[src/rtl/m92_pic_pkg.sv]
// rtl/m92_pic_pkg.sv - shared types and constants for the m92 nested interrupt controller
package m92_pic_pkg;

   typedef enum logic [2:0] {
      UNINIT,
      INIT_IW2,
      INIT_IW3,
      INIT_IW4,
      READY
   } init_state_t;

   typedef enum logic {
      RSEL_IRR,
      RSEL_ISR
   } rsel_t;

   localparam logic [1:0] RD_CODE_IRR = 2'b10;
   localparam logic [1:0] RD_CODE_ISR = 2'b11;

   // a0=0 write decode and command bits
   localparam int IW1_BIT  = 4;
   localparam int OCW3_BIT = 3;
   localparam int EOI_BIT  = 5;
   localparam int SL_BIT   = 6;
   localparam int ROT_BIT  = 7;

   // init word option bits
   localparam int IW1_IC4  = 0;
   localparam int IW1_SNGL = 1;
   localparam int IW1_LTIM = 3;
   localparam int IW4_AEOI = 1;

   // 0 is the highest priority; the level just above the rotation base ranks first
   function automatic logic [2:0] prio_rank(input logic [2:0] idx, input logic [2:0] base,
                                            input int n);
      logic [3:0] r;
      r = {1'b0, idx} + 4'(n) - {1'b0, base} - 4'd1;
      if (r >= 4'(n)) r = r - 4'(n);
      return r[2:0];
   endfunction

endpackage

[src/rtl/m92_pic_prio.sv]
// rtl/m92_pic_prio.sv - rotating-priority resolver: highest set bit of vec, level base+1 first
module m92_pic_prio #(
   parameter int N_IRQ = 8
) (
   input  logic [N_IRQ-1:0] vec,
   input  logic [2:0]       base,
   output logic             valid,
   output logic [2:0]       idx
);

   logic [7:0] vec8;
   logic [3:0] pos;

   always_comb begin
      vec8 = '0;
      vec8[N_IRQ-1:0] = vec;
      valid = 1'b0;
      idx = '0;
      pos = '0;
      // walk from lowest to highest priority so the last hit is the winner
      for (int k = N_IRQ - 1; k >= 0; k--) begin
         pos = {1'b0, base} + 4'(k) + 4'd1;
         if (pos >= 4'(N_IRQ)) pos = pos - 4'(N_IRQ);
         if (vec8[pos[2:0]]) begin
            valid = 1'b1;
            idx = pos[2:0];
         end
      end
   end

endmodule

[src/rtl/m92_pic_nested.sv]
// rtl/m92_pic_nested.sv - fully nested programmable interrupt controller with init word sequence
module m92_pic_nested
   import m92_pic_pkg::*;
#(
   parameter int N_IRQ     = 8,
   parameter bit ROTATE_EN = 1'b0
) (
   input  logic             clk,
   input  logic             reset,
   input  logic             ce,
   input  logic             cs,
   input  logic             wr,
   input  logic             rd,
   input  logic             a0,
   input  logic [7:0]       din,
   output logic [7:0]       dout,
   output logic             int_req,
   output logic [8:0]       int_vector,
   input  logic             int_ack,
   input  logic [N_IRQ-1:0] intp
);

   init_state_t      state, state_n;
   rsel_t            rsel, rsel_n;
   logic [7:0]       iw1, iw1_n, iw2, iw2_n, iw3, iw3_n, iw4, iw4_n;
   logic [N_IRQ-1:0] imw, imw_n, irr, irr_n, isr, isr_n, prev, pend, ack_mask, rd_vec;
   logic [2:0]       rot_base, rot_base_n, int_idx, int_idx_n;
   logic             int_req_n;
   logic [8:0]       int_vector_n;

   logic             cand_valid, isr_valid, cand_ok, wr_en, ack;
   logic [2:0]       cand_idx, isr_idx, lvl;

   assign pend     = irr & ~imw;
   assign wr_en    = cs & wr;
   assign ack      = int_ack & int_req;
   assign lvl      = din[2:0];
   assign ack_mask = N_IRQ'(1) << int_idx;

   m92_pic_prio #(.N_IRQ(N_IRQ)) u_irr_prio (
      .vec  (pend),
      .base (rot_base),
      .valid(cand_valid),
      .idx  (cand_idx)
   );

   m92_pic_prio #(.N_IRQ(N_IRQ)) u_isr_prio (
      .vec  (isr),
      .base (rot_base),
      .valid(isr_valid),
      .idx  (isr_idx)
   );

   // fully nested: a request must strictly outrank everything already in service
   assign cand_ok = cand_valid &&
      (!isr_valid || prio_rank(cand_idx, rot_base, N_IRQ) < prio_rank(isr_idx, rot_base, N_IRQ));

   always_comb begin
      state_n      = state;
      rsel_n       = rsel;
      iw1_n        = iw1;
      iw2_n        = iw2;
      iw3_n        = iw3;
      iw4_n        = iw4;
      imw_n        = imw;
      irr_n        = irr;
      isr_n        = isr;
      rot_base_n   = rot_base;
      int_req_n    = int_req;
      int_vector_n = int_vector;
      int_idx_n    = int_idx;

      if (ack) begin
         int_req_n = 1'b0;
         irr_n     = irr & ~ack_mask;
         if (!iw4[IW4_AEOI]) isr_n = isr | ack_mask;
      end else if (!int_req && cand_ok && state == READY) begin
         int_req_n    = 1'b1;
         int_vector_n = {iw2[6:3], cand_idx, 2'b00};
         int_idx_n    = cand_idx;
      end

      // a fresh edge in the acknowledge cycle re-arms the bit cleared above
      if (state == READY)
         irr_n = iw1[IW1_LTIM] ? intp : (irr_n | (intp & ~prev));

      if (wr_en) begin
         if (a0) begin
            case (state)
               INIT_IW2: begin
                  iw2_n   = din;
                  state_n = !iw1[IW1_SNGL] ? INIT_IW3 : (iw1[IW1_IC4] ? INIT_IW4 : READY);
               end
               INIT_IW3: begin
                  iw3_n   = din;
                  state_n = iw1[IW1_IC4] ? INIT_IW4 : READY;
               end
               INIT_IW4: begin
                  iw4_n   = din;
                  state_n = READY;
               end
               READY:    imw_n = din[N_IRQ-1:0];
               default:  ;
            endcase
         end else if (din[IW1_BIT]) begin
            iw1_n      = din;
            imw_n      = '0;
            irr_n      = '0;
            isr_n      = '0;
            int_req_n  = 1'b0;
            rot_base_n = 3'(N_IRQ - 1);
            state_n    = INIT_IW2;
         end else if (din[OCW3_BIT]) begin
            if (din[1:0] == RD_CODE_IRR) rsel_n = RSEL_IRR;
            else if (din[1:0] == RD_CODE_ISR) rsel_n = RSEL_ISR;
         end else if (state == READY && din[EOI_BIT]) begin
            if (din[SL_BIT]) begin
               if (int'(lvl) < N_IRQ) begin
                  isr_n = isr_n & ~(N_IRQ'(1) << lvl);
                  if (ROTATE_EN && din[ROT_BIT]) rot_base_n = lvl;
               end
            end else if (isr_valid) begin
               isr_n = isr_n & ~(N_IRQ'(1) << isr_idx);
               if (ROTATE_EN && din[ROT_BIT]) rot_base_n = isr_idx;
            end
         end
      end
   end

   always_ff @(posedge clk or posedge reset) begin
      if (reset) begin
         state      <= UNINIT;
         rsel       <= RSEL_IRR;
         iw1        <= '0;
         iw2        <= '0;
         iw3        <= '0;
         iw4        <= '0;
         imw        <= '0;
         irr        <= '0;
         isr        <= '0;
         prev       <= '0;
         rot_base   <= 3'(N_IRQ - 1);
         int_req    <= 1'b0;
         int_vector <= '0;
         int_idx    <= '0;
      end else if (ce) begin
         state      <= state_n;
         rsel       <= rsel_n;
         iw1        <= iw1_n;
         iw2        <= iw2_n;
         iw3        <= iw3_n;
         iw4        <= iw4_n;
         imw        <= imw_n;
         irr        <= irr_n;
         isr        <= isr_n;
         prev       <= intp;
         rot_base   <= rot_base_n;
         int_req    <= int_req_n;
         int_vector <= int_vector_n;
         int_idx    <= int_idx_n;
      end
   end

   always_comb begin
      rd_vec = a0 ? imw : ((rsel == RSEL_ISR) ? isr : irr);
      dout = '0;
      dout[N_IRQ-1:0] = rd_vec;
   end

   logic unused_bits;
   assign unused_bits = ^{rd, iw3, iw1[7:4], iw1[2], iw2[7], iw2[2:0], iw4[7:2], iw4[0]};

endmodule

[config.mk]
export PLATFORM = sky130hd
export DESIGN_NAME = m92_pic_nested
export DESIGN_NICKNAME = d
export VERILOG_FILES = /design/src/rtl/m92_pic_pkg.sv /design/src/rtl/m92_pic_prio.sv /design/src/rtl/m92_pic_nested.sv
export SDC_FILE = /design/constraint.sdc
export NUM_CORES = 1
export LEC_CHECK = 0
export CAP_MARGIN = 15
export CORE_ASPECT_RATIO = 0.8
export CORE_MARGIN = 1
export CORE_UTILIZATION = 55
export CTS_BUF_LIST = sky130_fd_sc_hd__clkbuf_8
export DETAILED_ROUTE_END_ITERATION = 6
export PLACE_DENSITY = 0.78
export SLEW_MARGIN = 20
export SYNTH_ARGS = -nofsm -noshare
export SYNTH_HDL_FRONTEND = slang
export SYNTH_SLANG_ARGS = --single-unit
[constraint.sdc]
create_clock -name clk -period 3.06 [get_ports clk]
set_input_delay 0.612 -clock clk [delete_from_list [all_inputs] [get_ports clk]]
set_output_delay 0.612 -clock clk [all_outputs]
set_load 0.005 [all_outputs]
### Word-level counts from Yosys, hierarchy flattened

Index checks and enable logic that the tools add are counted.

| word-level totals | value |
|---|---|
| register bits after elaboration | 60 |
| bits in latches | 0 |
| RAM bits | 0 |
| memory bits (read-only) | 0 |
| input bits | 24 |
| output and inout bits | 18 |
| memories kept | 0 |

| operators by class | value |
|---|---|
| add/subtract/negate cells | 8 |
| $mul | 0 |
| div/mod/pow operators | 0 |
| magnitude comparators | 3 |
| eq/ne operators | 8 |
| shifts and indexed selects | 3 |
| mux-type cells | 66 |
| bitwise gates (word level) | 17 |
| reductions and logical operators | 16 |

Operators by type and width:

| operator | number |
|---|---|
| $mux 8 | 20 |
| $mux 3 | 22 |
| $and 8x8->8 | 5 |
| $not 8->8 | 5 |
| $shl 1x3->8 const A | 3 |
| $mux 1 | 23 |
| $reduce_and 4->1 | 5 |
| $or 8x8->8 | 2 |
| $pmux 3 s3 | 1 |
| $add 3x4->4 const B | 2 |
| $ge 4x4->1 const B | 2 |
| $sub 4x1->4 const B | 2 |
| $sub 4x3->4 const B | 2 |
| $eq 3x2->1 const B | 2 |
| $reduce_and 6->1 | 1 |
| $sub 3x1->3 const B | 2 |
| $eq 2x2->1 const B | 2 |
| $logic_and 1x1->1 | 4 |
| $ne 4x1->1 const B | 1 |
| $reduce_bool 2->1 | 2 |
| $eq 3x1->1 const B | 1 |
| $eq 3x3->1 const B | 1 |
| $lt 3x3->1 | 1 |
| $not 1->1 | 3 |
| other kinds (5) | 7 |

### Depth between registers and ports, before layout

| depth | value |
|---|---|
| depth after elaboration | 25 |
| gate-level depth with buffers | 11 |
| gate-level depth less buffers | 10 |

### By module

Synthesis repeated with hierarchy kept, for this count alone.

| unflattened totals | value |
|---|---|
| cell total of the unflattened synthesis | 506 |
| area total of the unflattened synthesis | 4,707.0 sq um |

Modules (own cells, without submodules):

| module | times used | cells an instance | area an instance (sq um) | seq. area each (sq um) |
|---|---|---|---|---|
| m92_pic_nested | 1 | 298 | 2,817.7 | 1,301.2 |
| m92_pic_prio | 2 | 104 | 944.7 | 0.0 |

### Worst setup path before layout

OpenSTA, ideal clock, no wires.

| timing | value |
|---|---|
| path kind | reg-to-reg |
| from | reg irr[0] |
| to | reg int_vector[4] |
| arrival time | 2,334 ps |
| data required time | 2,935 ps |
| setup slack | 601 ps |
| cell stages (with the launch flop) | 11 |
| path buffers | 1 |
| period minus slack after synthesis | 2,459 ps |
| path through | dfrtp_1 nor2b_2 a21oi_1 a21boi_0 ha_1 o21a_1 o22ai_1 a31oi_2 nor2b_2 buf_6 mux2_4 |

| between the ends | value |
|---|---|
| word-level cells in the longest chain between the ends | 13 |
| elaborated cells on any way between the ends | 15 |
| classes of those cells | 4 x add/sub; 2 x order compare; 3 x mux; 1 x bitwise; 5 x reduce/logical |

RTL lines:

| element | line | RTL |
|---|---|---|
| start: declaration | m92_pic_nested.sv:26 | `logic [N_IRQ-1:0] imw, imw_n, irr, irr_n, isr, isr_n, prev, pend, ack_mask, rd_vec;` |
| start signal: assignment | m92_pic_nested.sv:154 | `irr <= irr_n;` |
| $and 8x8->8 (*) | m92_pic_nested.sv:34 | `assign pend = irr & ~imw;` |
| $mux 3 (*) | m92_pic_prio.sv:24 | `if (vec8[pos[2:0]]) begin` |
| named net cand_idx[1] | m92_pic_nested.sv:32 | `logic [2:0] cand_idx, isr_idx, lvl;` |
| $add 3x4->4 (*) | m92_pic_pkg.sv:37 | `r = {1'b0, idx} + 4'(n) - {1'b0, base} - 4'd1;` |
| $sub 4x3->4 (*) | m92_pic_pkg.sv:37 |  |
| $sub 4x1->4 (*) | m92_pic_pkg.sv:37 |  |
| $ge 4x4->1 / $sub 3x1->3 (equally long branches) | m92_pic_pkg.sv:38 | `if (r >= 4'(n)) r = r - 4'(n);` |
| $mux 3 (*) | m92_pic_pkg.sv:38 |  |
| $lt 3x3->1 (*) | m92_pic_nested.sv:56 | `(!isr_valid \|\| prio_rank(cand_idx, rot_base, N_IRQ) < prio_rank(isr_idx, rot_base, N_IRQ));` |
| $logic_or 1x1->1 (*) | m92_pic_nested.sv:56 |  |
| $logic_and 1x1->1 (*) | m92_pic_nested.sv:55 | `assign cand_ok = cand_valid &&` |
| $logic_and 1x1->1 (*) (2 in a row) | m92_pic_nested.sv:77 | `end else if (!int_req && cand_ok && state == READY) begin` |
| $reduce_and 3->1 (no source line) (*) | - |  |
| end signal: assignment | m92_pic_nested.sv:159 | `int_vector <= int_vector_n;` |
| end: declaration | m92_pic_nested.sv:18 | `output logic [8:0] int_vector,` |

Mark *: on every way through the listed nets, which the timed path passes. The rest lies on a longest branch.
A chain may end at the register's enable or synchronous reset.

### Final worst setup path

| timing | value |
|---|---|
| from | reg irr[0] |
| to | reg int_vector[7] |

The elaborated chain is that of the path after synthesis.

==> impl_metrics.env <==
export IMPL_diodes=0
export IMPL_fmax_mhz=352
export IMPL_yosysWarnings=0
export IMPL_max_slew_margin_pct=55.4
export IMPL_nNetsFinal=404
export IMPL_finClkSkew_ns=0.00613
export IMPL_routedWlPerCell_um=17.0
export IMPL_gp_congestion=0.928
export IMPL_startpoint_type="register"
export IMPL_holdCritPathClass="register to register"
export IMPL_clk_pin_slew_worst_paths_ns=0.11
export IMPL_io_pins=42
export IMPL_crit_path_start="irr[0]"
export IMPL_ir_drop_uv=332
export IMPL_cts_hold_buf=0
export IMPL_syn_inst=343
export IMPL_grt_max_degree=21
export IMPL_first_iter_violations=182
export IMPL_grt_usage_pct=28.3
export IMPL_final_cell_mix="dfrtp_1, nand2_1, clkdlybuf4s50_1"
export IMPL_dp_slack_ns=0.248
export IMPL_cts_root_buf="clkbuf_8"
export IMPL_routed_wl_mm=7.73
export IMPL_crit_type="register to register"
export IMPL_synth_edff_count=0
export IMPL_post_cts_resized=0
export IMPL_rsz0062_at_grt="false"
export IMPL_grt_pass1_wl_mm=12.6
export IMPL_r2r_start="irr[0]"
export IMPL_ys_ff_latch=52
export IMPL_start_util_pct=59.1
export IMPL_grt_pass1_vias=2516
export IMPL_power_density_nw_per_um2=782
export IMPL_crit_arrival_ns=3.04
export IMPL_timing_final_hold_violations=0
export IMPL_status="finished, final reports clean"
export IMPL_insertion_delay_ns=0.31
export IMPL_htreeDepth=2
export IMPL_cts_tree="yes"
export IMPL_areaGrowthSynthToFinish_pct=17.6
export IMPL_vias=2741
export IMPL_cp_max_fo=6
export IMPL_std_cell_rows=23
export IMPL_ys_seq_area_share_pct=42.3
export IMPL_dp_hpwl_mm=5.75
export IMPL_required_ns=3.26
export IMPL_p_leak_nw=1.49
export IMPL_cts_setup_buffers=0
export IMPL_end_kind="register"
export IMPL_vias_per_cell=6.04
export IMPL_die_y_um=68.9
export IMPL_drt_first_pass_iters=5
export IMPL_fin_ws_ns=0.221
export IMPL_core_um2=5210
export IMPL_grt_overflow_total=0
export IMPL_maxSlewViolCount=0
export IMPL_min_period_ns=2.84
export IMPL_setup_tns_ns=0
export IMPL_min_delay_start="iw4[1]"
export IMPL_io_buffers=38
export IMPL_final_common_cell="dfrtp_1"
export IMPL_cts_buffer_depth=2
export IMPL_tritoncts_num_buffers=5
export IMPL_tightest_slew_ns=0.658
export IMPL_post_route_drc_count=0
export IMPL_dominantRegCellSynth="dfrtp_1"
export IMPL_drive_gt1_share_pct=14.2
export IMPL_drv_cap=0
export IMPL_async_flop_share_pct=100
export IMPL_clock_sinks=52
export IMPL_antenna_found_initial=0
export IMPL_fp_dieW_um=85.7
export IMPL_fp_dieArea_um2=5900
export IMPL_synthesis_area_um2=3080
export IMPL_setup_viol=0
export IMPL_drtAntennaViolNets=0
export IMPL_final_core_util_pct=69.5
export IMPL_ys_types=52
export IMPL_avgSynthCellArea_um2=8.98
export IMPL_final_period_utilization_pct=92.8
## through the flow
stage / hold slack, ns / cell area [µm²] / total power, W / instances
5_1_grt: 0.532 / 3620 / 0.00301 / 454
4_1_cts: 0.512 / 3620 / 0.00281 / 454
3_5_place_dp: 0.491 / 3530 / 0.00240 / 446
6_report: 0.510 / 3620 / 0.00283 / 454
2_1_floorplan: 0.463 / 3080 / 0.00198 / 344
3_3_place_gp: 0.483 / 3530 / 0.00236 / 446
## metal layers
metal	vias up	GRT usage (%)	part of all wire, %
met1	1318	40.4	48
met3	17	5.24	6.8
met4	0	10.8	1.8
met2	115	43.2	43
li1	1291	-	-
met5	-	0	0
## final cells by class
cell class | instances | area (µm²)
clock buffer | 5 | 68.8
clock inverter | 3 | 20.0
fill | 435 | 1590
inverter | 18 | 67.6
multi-input combinational | 254 | 1620
sequential | 52 | 1300
tap | 75 | 93.8
timing repair buffer | 47 | 448
## state kept, by name, summed over array words and instances (netlist names)
signal,flops
iw4,1
iw1,3
isr,8
irr,8
int_req,1
int_idx,2
prev,8
state,3
int_vector,5
iw2,4
rsel,1
imw,8
## final timing paths
check / cells after the start / endpoint / slack (ns)
min: 1 / iw4[1] / 0.51
min in group asynchronous: 2 / prev[3] / 0.57
min reg2reg: 1 / iw4[1] / 0.51
max reg2reg: 11 / int_vector[7] / 0.22
max in group asynchronous: 3 / isr[4] / 1.91
max: 11 / int_vector[7] / 0.22
## kinds of logic (layout without fill, tap and decap cells)
kind of cell | after synthesis | after routing | share of synthesized area (%)
mux | 30 | 30 | 11.3
flops | 52 | 52 | 42.3
buf+inv | 38 | 73 | 5.20
compound gates | 97 | 97 | 20.3
other cells | 1 | 2 | 0.122
simple gates | 123 | 123 | 20.1
fa+ha+maj | 2 | 2 | 0.813
## Yosys cell counts (all sizes together) (2+ instances only)
master,instances,share of area [%]
dfrtp,52,42
nand2,39,4.8
o21ai,33,5.4
nor2,27,3.5
mux2,22,8.7
a21oi,20,3.4
inv,18,2.2
clkbuf,13,1.6
nand2b,13,2.6
nand3,12,2.0
a31oi,9,2.5
nor2b,9,2.1
o22ai,9,1.8
a211oi,8,2.3
mux2i,8,2.6
nor3,8,1.3
buf,7,1.4
and3,5,1.0
o32ai,5,1.4
nand3b,3,0.85
ha,2,0.81
nand4,2,0.41
o311a,2,0.65
o31ai,2,0.49
## power by group
part	switching [W]	internal, W
clock	0.000252	0.000160
sequential	0.000269	0.000881
combinational	0.000657	0.000613
total	0.00118	0.00165
## critical path: stages, from the launching register on
cell and delay [ns]:
dfrtp_1 0.42, nor2b_2 0.19, a21oi_1 0.29, nand2_1 0.08, nor2_1 0.32, ha_1 0.31, o21a_1 0.11, o22ai_1 0.24
a31oi_2 0.08, nor2b_2 0.16, buf_4 0.20, mux2_4 0.31
(Power assumes the default switching activity.)
